`src/rtl/pulse_train_ctrl_pkg.sv`:
```
// rtl/pulse_train_ctrl_pkg.sv - shared state encoding and defaults for the pulse-train controller
package pulse_train_ctrl_pkg;

    // 3-bit encoding leaves spare codes; any of them decodes back to ST_IDLE.
    typedef enum logic [2:0] {
        ST_IDLE  = 3'd0,
        ST_RUN_H = 3'd1,
        ST_RUN_L = 3'd2,
        ST_DONE  = 3'd3
    } state_e;

    // Settings of the fixed-function predecessor (8 high, 1 low, 10 pulses).
    localparam int LEGACY_HIGH   = 8;
    localparam int LEGACY_LOW    = 1;
    localparam int LEGACY_PULSES = 10;

    localparam int DEF_CNT_W   = 8;
    localparam int DEF_PULSE_W = 8;
    localparam int DEF_NUM_CH  = 4;

    function automatic logic is_running(input state_e s);
        return (s == ST_RUN_H) || (s == ST_RUN_L);
    endfunction

endpackage

```
`src/rtl/pulse_train_ctrl_if.sv`:
```
// rtl/pulse_train_ctrl_if.sv - sequencer-side bus of the pulse-train controller
//
// master : test sequencer (drives start/abort/config, observes status and outputs)
// slave  : pulse_train_ctrl
//   start, abort         control levels
//   cfg_high, cfg_low    phase lengths in cycles (0 treated as 1)
//   cfg_pulses           pulses per train (0 = empty train)
//   cfg_ch_en, cfg_cont  channel mask, continuous mode
//   out, running, bist_end, pulse_idx   status and channel outputs
interface pulse_train_ctrl_if
    import pulse_train_ctrl_pkg::*;
#(
    parameter int CNT_W   = DEF_CNT_W,
    parameter int PULSE_W = DEF_PULSE_W,
    parameter int NUM_CH  = DEF_NUM_CH
) ();

    logic               start;
    logic               abort;
    logic [CNT_W-1:0]   cfg_high;
    logic [CNT_W-1:0]   cfg_low;
    logic [PULSE_W-1:0] cfg_pulses;
    logic [NUM_CH-1:0]  cfg_ch_en;
    logic               cfg_cont;
    logic [NUM_CH-1:0]  out;
    logic               running;
    logic               bist_end;
    logic [PULSE_W-1:0] pulse_idx;

    modport master (
        output start, abort, cfg_high, cfg_low, cfg_pulses, cfg_ch_en, cfg_cont,
        input  out, running, bist_end, pulse_idx
    );

    modport slave (
        input  start, abort, cfg_high, cfg_low, cfg_pulses, cfg_ch_en, cfg_cont,
        output out, running, bist_end, pulse_idx
    );

endinterface

```
`src/rtl/pulse_train_ctrl_counter_nb.sv`:
```
// rtl/pulse_train_ctrl_counter_nb.sv - parametrised up-counter with synchronous reset, clear and enable
//
// clk, reset : clock, synchronous active-high reset
// clr        : clear to zero (wins over en)
// en         : increment by one
// count      : current value
module counter_nb #(
    parameter int W = 4
) (
    input  logic         clk,
    input  logic         reset,
    input  logic         clr,
    input  logic         en,
    output logic [W-1:0] count
);

    localparam logic [W-1:0] ONE = W'(1);

    logic [W-1:0] count_q;
    logic [W-1:0] count_d;

    always_comb begin
        count_d = count_q;
        if (clr) begin
            count_d = '0;
        end else if (en) begin
            count_d = count_q + ONE;
        end
    end

    always_ff @(posedge clk) begin
        if (reset) begin
            count_q <= '0;
        end else begin
            count_q <= count_d;
        end
    end

    assign count = count_q;

endmodule

```
`src/rtl/pulse_train_ctrl.sv`:
```
// rtl/pulse_train_ctrl.sv - programmable BIST pulse-train controller
//
// clk   : clock
// reset : synchronous, active-high reset
// bus   : pulse_train_ctrl_if.slave (start/abort/config in; out/running/bist_end/pulse_idx out)
module pulse_train_ctrl
    import pulse_train_ctrl_pkg::*;
#(
    parameter int CNT_W   = DEF_CNT_W,
    parameter int PULSE_W = DEF_PULSE_W,
    parameter int NUM_CH  = DEF_NUM_CH
) (
    input  logic              clk,
    input  logic              reset,
    pulse_train_ctrl_if.slave bus
);

    localparam logic [CNT_W-1:0]   ONE_C = CNT_W'(1);
    localparam logic [PULSE_W-1:0] ONE_P = PULSE_W'(1);

    state_e             state_q, state_d;
    logic               start_q;
    logic               pos_start_q, pos_start_d;
    logic [CNT_W-1:0]   high_l_q, high_l_d;
    logic [CNT_W-1:0]   low_l_q, low_l_d;
    logic [PULSE_W-1:0] pulses_l_q, pulses_l_d;
    logic [NUM_CH-1:0]  ch_en_l_q, ch_en_l_d;
    logic               cont_l_q, cont_l_d;
    logic [NUM_CH-1:0]  out_q, out_d;
    logic               running_q, running_d;
    logic               bist_end_q, bist_end_d;

    logic               ph_clr, ph_en;
    logic               pc_clr, pc_en;
    logic [CNT_W-1:0]   phase;
    logic [PULSE_W-1:0] pulse_idx;

    // Last phase value of each half-period; a zero length behaves like one.
    logic [CNT_W-1:0]   high_last, low_last;
    logic [PULSE_W-1:0] pulse_last;

    assign high_last  = (high_l_q == '0) ? '0 : high_l_q - ONE_C;
    assign low_last   = (low_l_q  == '0) ? '0 : low_l_q  - ONE_C;
    assign pulse_last = pulses_l_q - ONE_P;

    counter_nb #(.W(CNT_W)) u_phase_cnt (
        .clk   (clk),
        .reset (reset),
        .clr   (ph_clr),
        .en    (ph_en),
        .count (phase)
    );

    counter_nb #(.W(PULSE_W)) u_pulse_cnt (
        .clk   (clk),
        .reset (reset),
        .clr   (pc_clr),
        .en    (pc_en),
        .count (pulse_idx)
    );

    always_comb begin
        state_d     = state_q;
        pos_start_d = bus.start & ~start_q;
        high_l_d    = high_l_q;
        low_l_d     = low_l_q;
        pulses_l_d  = pulses_l_q;
        ch_en_l_d   = ch_en_l_q;
        cont_l_d    = cont_l_q;
        ph_clr      = 1'b0;
        ph_en       = 1'b0;
        pc_clr      = 1'b0;
        pc_en       = 1'b0;

        case (state_q)
            ST_IDLE, ST_DONE: begin
                // abort in these states only swallows the launch.
                if (pos_start_q && !bus.abort) begin
                    high_l_d   = bus.cfg_high;
                    low_l_d    = bus.cfg_low;
                    pulses_l_d = bus.cfg_pulses;
                    ch_en_l_d  = bus.cfg_ch_en;
                    cont_l_d   = bus.cfg_cont;
                    ph_clr     = 1'b1;
                    pc_clr     = 1'b1;
                    state_d    = (bus.cfg_pulses == '0) ? ST_DONE : ST_RUN_H;
                end
            end
            ST_RUN_H: begin
                if (bus.abort) begin
                    ph_clr  = 1'b1;
                    pc_clr  = 1'b1;
                    state_d = ST_IDLE;
                end else if (phase == high_last) begin
                    ph_clr  = 1'b1;
                    state_d = (pulse_idx == pulse_last && !cont_l_q) ? ST_DONE : ST_RUN_L;
                end else begin
                    ph_en = 1'b1;
                end
            end
            ST_RUN_L: begin
                if (bus.abort) begin
                    ph_clr  = 1'b1;
                    pc_clr  = 1'b1;
                    state_d = ST_IDLE;
                end else if (phase == low_last) begin
                    ph_clr  = 1'b1;
                    state_d = ST_RUN_H;
                    // Only continuous mode reaches the end of a low phase on the last pulse.
                    if (pulse_idx == pulse_last) begin
                        pc_clr = 1'b1;
                    end else begin
                        pc_en = 1'b1;
                    end
                end else begin
                    ph_en = 1'b1;
                end
            end
            default: begin
                ph_clr  = 1'b1;
                pc_clr  = 1'b1;
                state_d = ST_IDLE;
            end
        endcase

        // Outputs are registered from the next state so they line up with state_q.
        out_d      = (state_d == ST_RUN_H) ? ch_en_l_d : '0;
        running_d  = is_running(state_d);
        bist_end_d = (state_d == ST_DONE);
    end

    always_ff @(posedge clk) begin
        // Sampled through reset too, so a start held high across reset release is not an edge.
        start_q <= bus.start;
        if (reset) begin
            state_q     <= ST_IDLE;
            pos_start_q <= 1'b0;
            high_l_q    <= '0;
            low_l_q     <= '0;
            pulses_l_q  <= '0;
            ch_en_l_q   <= '0;
            cont_l_q    <= 1'b0;
            out_q       <= '0;
            running_q   <= 1'b0;
            bist_end_q  <= 1'b0;
        end else begin
            state_q     <= state_d;
            pos_start_q <= pos_start_d;
            high_l_q    <= high_l_d;
            low_l_q     <= low_l_d;
            pulses_l_q  <= pulses_l_d;
            ch_en_l_q   <= ch_en_l_d;
            cont_l_q    <= cont_l_d;
            out_q       <= out_d;
            running_q   <= running_d;
            bist_end_q  <= bist_end_d;
        end
    end

    assign bus.out       = out_q;
    assign bus.running   = running_q;
    assign bus.bist_end  = bist_end_q;
    assign bus.pulse_idx = pulse_idx;

endmodule

```
`src/flat_wrapper.sv`:
```
// flat-port wrapper written by rule: the top's interface ports become plain ports
module pulse_train_ctrl_flat import pulse_train_ctrl_pkg::*;
#(
    parameter int CNT_W   = DEF_CNT_W,
    parameter int PULSE_W = DEF_PULSE_W,
    parameter int NUM_CH  = DEF_NUM_CH
)
  (clk, reset, bus_start, bus_abort, bus_cfg_high, bus_cfg_low, bus_cfg_pulses, bus_cfg_ch_en, bus_cfg_cont, bus_out, bus_running, bus_bist_end, bus_pulse_idx);
  pulse_train_ctrl_if #(.CNT_W(CNT_W), .PULSE_W(PULSE_W), .NUM_CH(NUM_CH)) bus_i ();
  input  logic clk;
  input  logic reset;
  input wire logic [$bits(bus_i.start)-1:0] bus_start;
  input wire logic [$bits(bus_i.abort)-1:0] bus_abort;
  input wire logic [$bits(bus_i.cfg_high)-1:0] bus_cfg_high;
  input wire logic [$bits(bus_i.cfg_low)-1:0] bus_cfg_low;
  input wire logic [$bits(bus_i.cfg_pulses)-1:0] bus_cfg_pulses;
  input wire logic [$bits(bus_i.cfg_ch_en)-1:0] bus_cfg_ch_en;
  input wire logic [$bits(bus_i.cfg_cont)-1:0] bus_cfg_cont;
  output wire logic [$bits(bus_i.out)-1:0] bus_out;
  output wire logic [$bits(bus_i.running)-1:0] bus_running;
  output wire logic [$bits(bus_i.bist_end)-1:0] bus_bist_end;
  output wire logic [$bits(bus_i.pulse_idx)-1:0] bus_pulse_idx;
  assign bus_i.start = bus_start;
  assign bus_i.abort = bus_abort;
  assign bus_i.cfg_high = bus_cfg_high;
  assign bus_i.cfg_low = bus_cfg_low;
  assign bus_i.cfg_pulses = bus_cfg_pulses;
  assign bus_i.cfg_ch_en = bus_cfg_ch_en;
  assign bus_i.cfg_cont = bus_cfg_cont;
  assign bus_out = bus_i.out;
  assign bus_running = bus_i.running;
  assign bus_bist_end = bus_i.bist_end;
  assign bus_pulse_idx = bus_i.pulse_idx;
  pulse_train_ctrl #(.CNT_W(CNT_W), .PULSE_W(PULSE_W), .NUM_CH(NUM_CH)) u_core (.clk(clk), .reset(reset), .bus(bus_i));
endmodule
```
`config.mk`:
```
export PLATFORM = sky130hd
export DESIGN_NAME = pulse_train_ctrl_flat
export DESIGN_NICKNAME = d
export VERILOG_FILES = /design/src/rtl/pulse_train_ctrl_pkg.sv /design/src/rtl/pulse_train_ctrl_if.sv /design/src/rtl/pulse_train_ctrl_counter_nb.sv /design/src/rtl/pulse_train_ctrl.sv /design/src/flat_wrapper.sv
export SDC_FILE = /design/constraint.sdc
export NUM_CORES = 1
export LEC_CHECK = 0
export CAP_MARGIN = 20
export CORE_UTILIZATION = 35
export DETAILED_ROUTE_END_ITERATION = 12
export PLACE_DENSITY = 0.59
export SLEW_MARGIN = 5
export SYNTH_ARGS = -nofsm -noshare
export SYNTH_HDL_FRONTEND = slang
export SYNTH_SLANG_ARGS = --single-unit
```
`constraint.sdc`:
```
create_clock -name clk -period 4.3 [get_ports clk]
set_input_delay 0.86 -clock clk [delete_from_list [all_inputs] [get_ports clk]]
set_output_delay 0.86 -clock clk [all_outputs]
set_load 0.01 [all_outputs]
```
# After elaboration in Yosys (flattened, before gate mapping)
# Index checks and enable logic that the tools add are counted.
# op_classes
n_reduce_logical	14
addsub	5
mux	32
eq_ne	9
n_bitwise	3
# op_table
operator	n
8-bit == test	3
8-bit logical NOT	3
8-bit by 1-bit subtractor with 8-bit output (second input constant)	3
1-bit 2-to-1 mux	18
8-bit by 1-bit adder with 8-bit output (second input constant)	2
8-bit 2-to-1 mux	2
3-bit 2-to-1 mux	5
3-bit by 2-bit == test with 1-bit output (second input constant)	4
3-bit case mux with 3 select lines	1
4-bit 2-to-1 mux	2
2-bit OR reduction	4
3-bit by 1-bit == test with 1-bit output (second input constant)	2
1-bit case mux with 3 select lines	2
3-bit logical NOT	1
1-bit logical AND	2
1-bit logical NOT	2
2-bit 2-to-1 mux	1
1-bit NOT	2
1-bit case mux with 2 select lines	1
2-bit AND reduction	1
1-bit bitwise AND	1
1-bit logical OR	1
# totals
wordCells	76
out_inout_bits	14
regBits	56

# Longest topological paths before layout
# Gate-level depths: netlist of the first run.
# depth
word_depth	10
mapped_depth	13
depth_no_buf	10

# Cells and area by module
# From an unflattened synthesis of the first run, not the netlist that was laid out.
# unflattened
hier_cells	429
hier_area_um2	3309.4
# modules_own_cells
module	seq_area_each_um2	area_per_inst_um2	cells_each	instances
pulse_train_ctrl	800.8	2618.8	353	1
counter_nb	160.2	345.3	38	2

# Worst setup path after synthesis of the first run
# No wires, ideal clock.
# synth_path
kind	reg-to-reg
startpoint	reg u_core.high_l_q[0]
endpoint	reg u_core.u_phase_cnt.count_q[1] (netlist: u_core.u_phase_cnt.count[1])
setup_slack_ps	1280
t_required_ps	4179
n_path_buf	2
arrival_ps	2900
path_stages_with_launch	13
synth_period_minus_slack_ps	3020
path_cell_list	dfxtp_1 -> inv_1 -> ha_1 -> nor3b_1 -> and2_1 -> or4_1 -> o311a_1 -> or4_1 -> clkbuf_1 -> a22oi_1 -> buf_2 -> mux2i_1 -> nor2_1
# synth_between
elab_chain_cells	7
word_cells_on_any_way	11
classes_between	1 x add/sub; 1 x eq/ne; 7 x mux; 2 x reduce/logical
# synth_lines
element	line	rtl
start: declaration	pulse_train_ctrl.sv:24	logic [CNT_W-1:0] high_l_q, high_l_d;
start signal: assignment	pulse_train_ctrl.sv:149	high_l_q <= high_l_d;
8-bit by 1-bit subtractor with 8-bit output / 8-bit logical NOT (equally long branches)	pulse_train_ctrl.sv:42	assign high_last = (high_l_q == '0) ? '0 : high_l_q - ONE_C;
8-bit 2-to-1 mux (*)	pulse_train_ctrl.sv:42	
8-bit == test (*)	pulse_train_ctrl.sv:94	end else if (phase == high_last) begin
1-bit 2-to-1 mux	pulse_train_ctrl.sv:94	
1-bit 2-to-1 mux	pulse_train_ctrl.sv:90	if (bus.abort) begin
1-bit case mux with 3 select lines	pulse_train_ctrl.sv:75	case (state_q)
2-bit OR reduction (no line)	--	
end signal: assignment	pulse_train_ctrl_counter_nb.sv:35	count_q <= count_d;
end: declaration	pulse_train_ctrl_counter_nb.sv:19	logic [W-1:0] count_q;
# Mark *: on every way between the ends. The rest lies on a longest branch, timed or not.
# A chain may end at the register's enable or synchronous reset.

# Worst setup path in the final report of the first run
# layout_path
startpoint	reg u_core.low_l_q[0]
endpoint	reg u_core.u_phase_cnt.count_q[1] (netlist: u_core.u_phase_cnt.count[1])
# layout_between
elab_chain_cells	7
word_cells_on_any_way	11
classes_between	1 x add/sub; 1 x eq/ne; 7 x mux; 2 x reduce/logical
# layout_lines
element	line	rtl
start: declaration	pulse_train_ctrl.sv:25	logic [CNT_W-1:0] low_l_q, low_l_d;
start signal: assignment	pulse_train_ctrl.sv:150	low_l_q <= low_l_d;
8-bit by 1-bit subtractor with 8-bit output / 8-bit logical NOT (equally long branches)	pulse_train_ctrl.sv:43	assign low_last = (low_l_q == '0) ? '0 : low_l_q - ONE_C;
8-bit 2-to-1 mux (*)	pulse_train_ctrl.sv:43	
8-bit == test (*)	pulse_train_ctrl.sv:106	end else if (phase == low_last) begin
1-bit 2-to-1 mux	pulse_train_ctrl.sv:106	
1-bit 2-to-1 mux	pulse_train_ctrl.sv:102	if (bus.abort) begin
1-bit case mux with 3 select lines	pulse_train_ctrl.sv:75	
2-bit OR reduction (no line)	--	
# Marked as above.

==> results of run 1 <==
==> cells by family after synthesis <==
logic type	Yosys count	share of synthesized area
other	1	0.00115
AO/OA/AOI/OAI	91	0.181
flip-flops	56	0.345
buffers and inverters	46	0.0613
adder cells (fa/ha/maj)	5	0.0193
XOR/XNOR	30	0.0809
AND/OR/NAND/NOR	186	0.289
multiplexers	7	0.0220
==> power by group <==
part / switching [mW] / leakage (nW) / internal, mW
Combinational: 0.0623 / 0.779 / 0.0593
Clock: 0.176 / 0.0552 / 0.173
Sequential: 0.00687 / 0.452 / 0.524
==> metrics by stage <==
stage	cells	util
after global routing	558	0.434
after CTS	558	0.434
final	558	0.434
after global placement	550	0.422
after floorplan	422	-
after detailed placement	550	0.422
==> sequential cells by signal, summed over array words and instances, names as in the netlist, 3 cells and up <==
signal,flops
u_core.ch_en_l_q,4
u_core.pulses_l_q,8
u_core.bus.out,4
u_core.u_phase_cnt.count,8
u_core.u_pulse_cnt.count,8
u_core.state_q,3
u_core.low_l_q,8
u_core.high_l_q,8
==> metal layers <==
layer	up-vias	GRT usage
li1	1543	-
met1	1411	0.210
met2	64	0.268
met3	11	0.0329
met4	0	0.0631
met5	-	0
==> worst reg2reg max path: cells and delay by family, from the launching register on <==
kind / cells / cell delay (ns)
compound gates: 2 / 1.06
fa+ha+maj: 1 / 0.24
buf+inv: 1 / 0.11
flops: 1 / 0.39
mux: 1 / 0.26
simple gates: 5 / 1.50
==> worst paths after layout <==
check | to | start | cells after the start
max reg2reg | u_core.u_phase_cnt.count[1] | u_core.low_l_q[0] | 10
min reg2reg | u_core.pos_start_q | u_core.start_q | 1
max | u_core.u_phase_cnt.count[1] | u_core.low_l_q[0] | 10
min | u_core.pos_start_q | u_core.start_q | 1
==> cell type report <==
type / count / area, um2
clock buffers: 6 / 72.6
fillers: 915 / 5010
multi-input cells: 320 / 1930
clock inverters: 2 / 35.0
repair buffers: 49 / 483
inverters: 17 / 63.8
flip-flops and latches: 56 / 1120
well taps: 108 / 135
==> cell usage in the layout, fill, tap and decap left out, drive strengths merged, types with 3 or more instances in the layout <==
cell type      synthesis  layout
and2                   4       4
o31ai                  6       6
ha                     5       5
clkdlybuf4s50          0      46
a21oi                 38      38
a22oi                  5       5
nor3b                  4       4
xnor2                 23      23
mux2i                  6       6
nand2                 70      70
inv                   17      17
o21ai                 16      16
nand3                  7       7
nor4                  11      11
dfxtp                 56      56
buf                   11       3
or2                    7       7
or3                    6       6
nor3                  18      18
or4                   10      10
clkbuf                18       6
xor2                   7       7
a31oi                  3       3
nor2                  33      33
==> implementation parameters, run 1 <==
Parameter                              Value

STA
  Count of pins over their slew limit ... 0
  Maximum clock skew at final layout ... around 0.0043 ns
  Setup repair after global routing missed its margin ... false
  Final Worst Setup Slack ... ~0.63 ns
  Minimum hold slack ... roughly 0.41 ns
  Sum of negative setup slack ... 0 ns
  Max frequency ... 0.273 GHz
  Final Hold Violating Endpoints ... 0
  Shortest period the worst path allows ... around 3.7 ns
  Slew HR ... 0.412
  Final setup violation count ... 0
  Slew at the pin with the worst max-slew slack ... about 0.88 ns
  Period utilisation layout ... 0.853

Global routing
  Vias in the first global route ... around 2800
  Initial antenna violation count ... 0
  Wire length of the first global-routing pass ... roughly 13 mm
  Global route overflow ... 0
  GRT Util Overall ... 0.163
  Pin count of the biggest net entering global routing ... 32

Final layout
  Share of cells above drive strength 1 ... 0.0578
  NumNets Final ... a little under 500
  Fin area ... slightly below 4000 um2
  Layout overhead on the synthesized area ... 18.3%
  Antenna cells ... 0

Logic synthesis
  Top-count cell post-synth ... nand2_1
  Post-Syn Instances ... between 400 and 500
  Dominant register cell in the synthesized netlist ... dfxtp_1
  Fraction of post-synthesis cell area in the top cell type by area ... 0.345
  Cell variety after synth ... 64
  Proportion of register bits with asynchronous set or reset after synthesis ... 0
  Synth Warn # ... 0
  Cell taking the most area after synthesis ... dfxtp_1
  Ranking of synthesized cells by instance count ... 70 x nand2_1, 56 x dfxtp_1, 38 x a21oi_1
  Flip-flop and latch count after synthesis ... 56
  Number of nets produced by synthesis ... 460
  EDFF count, synth ... 0
  Sequential cell area fraction in the yosys report ... 0.345
  Avg Cell Area, Syn ... approximately 7.7 um2
  Leading cell types by total area after synthesis ... dfxtp_1 35%, nand2_1 8.1%, xnor2_1 6.2%, a21oi_1 5.9%, nor2_1 3.6%
  Summed instance area of the synthesized netlist ... approximately 3200 um2

Clock tree
  Number of gates resized after cts ... 0
  Hold buffer count at CTS ... 0
  Clock tree from TritonCTS ... done
  Skew-Pair Late Insertion Delay ... between 0.3 and 0.4 ns
  H-tree depth ... 2
  Number of clock sinks ... 56
  Clock edge transition at the registers on the reported setup and hold paths ... approximately 0.1 ns
  Root Driver ... clkbuf_8
  Maximum number of buffers from clock root to sink ... 2
  CTS Buf Count ... 5
  Post-CTS setup buffer count ... 0

Floorplanning
  Number of top-level pins ... 47
  Number of cell rows ... 34
  Core Region ... approximately 8800 um2
  Overall die height ... between 90 and 100 um
  Die area ... just under 10000 um2
  Initial core utilization ... 0.367
  Overall die width ... 98.3 um

Route
  Wl on met1 ... 3.81 mm
  Met3 Wirelength ... ~300 um
  Number of DRC markers after the initial detailed-route iteration ... around 110
  Overall routed net length ... 7.86 mm
  Post-route DRC ... 0
  Avg Vias per Cell ... between 5 and 6
  Detail-routed net length per standard cell ... between 10 and 15 um
  Met2 WL post-DR ... 3.62 mm
  Antenna violation net count after detailed routing ... 0
  Total iterations of the first detailed-routing run ... 4
  Highest signal layer in the routed design ... met4
  Number of vias in the routed layout ... roughly 3000

Critical path
  Critical path peak fanout ... 14
  Worst-path cell chain ... inv_1 > ha_1 > or4b_1 > or3_1 > a32o_1 > nor4_2 > nand3_2 > a22oi_1 > mux2i_1 > nor2_1
  Path type of the worst setup path ... flop to flop
  Crit path max-delay family ... simple AND/OR/NAND/NOR gates
  Buf/Inv on CP ... 1
  Slowest stage cell, crit path ... a22oi_1
  Type of origin of the critical path ... flop
  Peak per-stage delay on the critical path ... approximately 0.78 ns
  R2R Setup Slk ... between 0.6 and 0.7 ns
  Critical Path End Type ... flop
  Critical path required time ... between 4 and 5 ns
  Data arrival time of the worst path ... about 3.9 ns

Run status
  Outcome ... completed

Placement
  IO Port Bufs ... 46
  Total half-perimeter wirelength after legalization and detailed placement ... between 5 and 6 mm
  Setup slack at placement ... between 0.6 and 0.7 ns
  Post-placement cell area ... between 3000 and 4000 um2
  Routability congestion estimate ... between 0.8 and 0.9

Power and ir drop
  Overall power after layout ... 1.00 mW
  Pwr/cell area ... between 200 and 300 nW/um2
  LEAKAGE ... between 1 and 1.5 nW
  Worst VDD drop ... around 0.12 mV

Job
  Max Cap Violations ... 0

Hold path
  Hold WC Path Type ... flop to flop
Note: power is estimated with default switching activity, not from simulation.
==> inputs of run 2 (changes only) <==
- CORE_UTILIZATION: 35 -> 46
- PLACE_DENSITY: 0.59 -> 0.73
==> run 2 against run 1 <==
- die area is 23% lower
- total power decreased by 3.3%
- hold slack got worse by 0.0097 ns
- sequential cell count unchanged
- core utilization up 13 points
- global-route usage increased by 6.1 points
- non-clock buffer count stayed put
- count of clock-buffer cells in the layout did not move
- first-iteration DRC count grew 64%
- highest routed layer unchanged
==> implementation parameters, run 2 (same netlist as run 1, synthesis figures left out) <==
Parameter                              Value

STA
  Max frequency ... approximately 0.27 GHz
  Final Hold Violating Endpoints ... 0
  Slew at the pin with the worst max-slew slack ... ~0.9 ns
  Shortest period the worst path allows ... ~3.6 ns
  Slew HR ... 0.401
  Period utilisation layout ... 0.846
  Maximum clock skew at final layout ... 0.00859 ns
  Final setup violation count ... 0
  Sum of negative setup slack ... 0 ns
  Minimum hold slack ... 0.400 ns
  Setup repair after global routing missed its margin ... false
  Count of pins over their slew limit ... 0

Power and ir drop
  Proportion of power drawn by combinational gates ... 0.125
  Internal power contribution ... 0.718 mW
  LEAKAGE ... between 1 and 1.5 nW
  Sequential group share of total power ... 0.548
  Pwr/cell area ... 253 nW/um2
  Net load switching power ... ~0.25 mW
  Clock network power share ... 0.327
  Worst VDD drop ... between 0.15 and 0.2 mV
  Switching share of power ... 0.258

Clock tree
  Post-CTS setup buffer count ... 0
  CTS Buf Count ... 5
  H-tree depth ... 2
  Maximum number of buffers from clock root to sink ... 2
  Clock tree from TritonCTS ... done
  Number of clock sinks ... 56
  Clock edge transition at the registers on the reported setup and hold paths ... around 0.10 ns
  Hold buffer count at CTS ... 0
  Root Driver ... clkbuf_8
  Number of gates resized after cts ... 0
  Skew-Pair Late Insertion Delay ... approximately 0.31 ns

Hold path
  Hold WC Path Type ... flop to flop
  Hold depth ... 1

Route
  Number of DRC markers after the initial detailed-route iteration ... about 170
  Number of vias in the routed layout ... between 3000 and 4000
  Total iterations of the first detailed-routing run ... 4
  Post-route DRC ... 0
  Antenna violation net count after detailed routing ... 0
  Overall routed net length ... just under 8 mm
  Avg Vias per Cell ... approximately 5.7
  Detail-routed net length per standard cell ... between 10 and 15 um

Critical path
  Path type of the worst setup path ... flop to flop
  Slowest stage cell, crit path ... a22oi_1
  Worst-path cell chain ... inv_1 > ha_1 > or4b_1 > or3_1 > a32o_1 > nor4_2 > nand3_2 > a22oi_1 > mux2i_1 > nor2_1
  Critical path required time ... roughly 4.5 ns
  Data arrival time of the worst path ... 3.85 ns
  Critical Path End Type ... flop
  Critical path peak fanout ... 14
  Type of origin of the critical path ... flop
  Peak per-stage delay on the critical path ... about 0.8 ns
  Worst-case reg-to-reg path depth ... 10

Floorplanning
  Core Region ... just under 7000 um2
  Number of cell rows ... 30
  Initial core utilization ... 0.478
  Overall die width ... 86.0 um
  Die area ... 7400 um2
  Number of top-level pins ... between 40 and 50
  Overall die height ... 86.0 um

Placement
  IO Port Bufs ... 46
  Total instance count after detailed placement ... around 540
  Routability congestion estimate ... around 0.9
  Total half-perimeter wirelength after legalization and detailed placement ... 5.65 mm

Global routing
  GRT Util Overall ... 0.224
  Pin count of the biggest net entering global routing ... 32
  Initial antenna violation count ... 0
  Vias in the first global route ... slightly below 3000
  Wire length of the first global-routing pass ... approximately 13 mm
  Global route overflow ... 0

Final layout
  Antenna cells ... 0
  Share of cells above drive strength 1 ... 0.0600
  Area of the multi-input gates ... a little under 2000 um2
  Most common cell after layout, fill and taps aside ... nand2_1
  NumNets Final ... a little under 500
  Sequential cell area ... about 1100 um2
  Filler Cell Count ... ~650
  Layout overhead on the synthesized area ... 17.6%
  Leading cell types in the layout, fill and taps excluded ... 70 x nand2_1, 56 x dfxtp_1, 46 x clkdlybuf4s50_1
  Finished Core Util ... 0.562
  Non-filler instance count after layout ... ~550

Job
  Max Cap Violations ... 0

Run status
  Outcome ... completed
run 2: cell count changes in the layout (fill, tap and decap cells not counted), sizes merged:
| cell | previous run | this run |
|---|---|---|
| bufinv | 1 | 0 |
| clkinv | 1 | 0 |
| inv | 17 | 19 |
run 2: power by group through the flow:
stage	Clock, mW	Sequential, mW	Combinational, mW
finish	0.316	0.530	0.121
detailed placement	0	0.542	0.119
global route	0.345	0.532	0.134
CTS	0.325	0.530	0.120
floorplan	0	0.538	0.0822
global placement	0	0.542	0.118
run 2: worst max-delay path: cells and delay by family, from the launching register on:
kind / cells / cell delay [ns]
multiplexers: 1 / 0.26
adder cells (fa/ha/maj): 1 / 0.23
AND/OR/NAND/NOR: 5 / 1.50
AO/OA/AOI/OAI: 2 / 1.06
buffers and inverters: 1 / 0.10
flip-flops: 1 / 0.39
run 2: layout make-up:
| type | count | share of cell area |
|---|---|---|
| Multi-Input combinational cell | 320 | 0.506 |
| Sequential cell | 56 | 0.293 |
| Timing Repair Buffer | 49 | 0.126 |
| Tap cell | 96 | 0.0314 |
| Clock buffer | 6 | 0.0216 |
| Inverter | 17 | 0.0167 |
| Clock inverter | 2 | 0.00459 |
run 2: metal layers:
metal  up-vias  track usage  share of wire
li1       1536            -              -
met1      1472        0.289           0.47
met2        84        0.379           0.48
met3         8       0.0414          0.043
met4         0       0.0712          0.013
met5         -            0              0
run 2: final timing paths:
check	from	slack (ns)	endpoint
min	u_core.start_q	0.40	u_core.pos_start_q
max reg2reg	u_core.low_l_q[0]	0.66	u_core.u_phase_cnt.count[1]
min reg2reg	u_core.start_q	0.40	u_core.pos_start_q
max	u_core.low_l_q[0]	0.66	u_core.u_phase_cnt.count[1]
run 2: metrics by stage:
step,worst slack (ns),power [mW],instance area [um2]
after floorplan,1.28,0.621,3250
after global placement,0.839,0.660,3720
after detailed placement,0.724,0.662,3720
after CTS,0.700,0.976,3820
after global routing,0.300,1.01,3820
final,0.661,0.968,3820
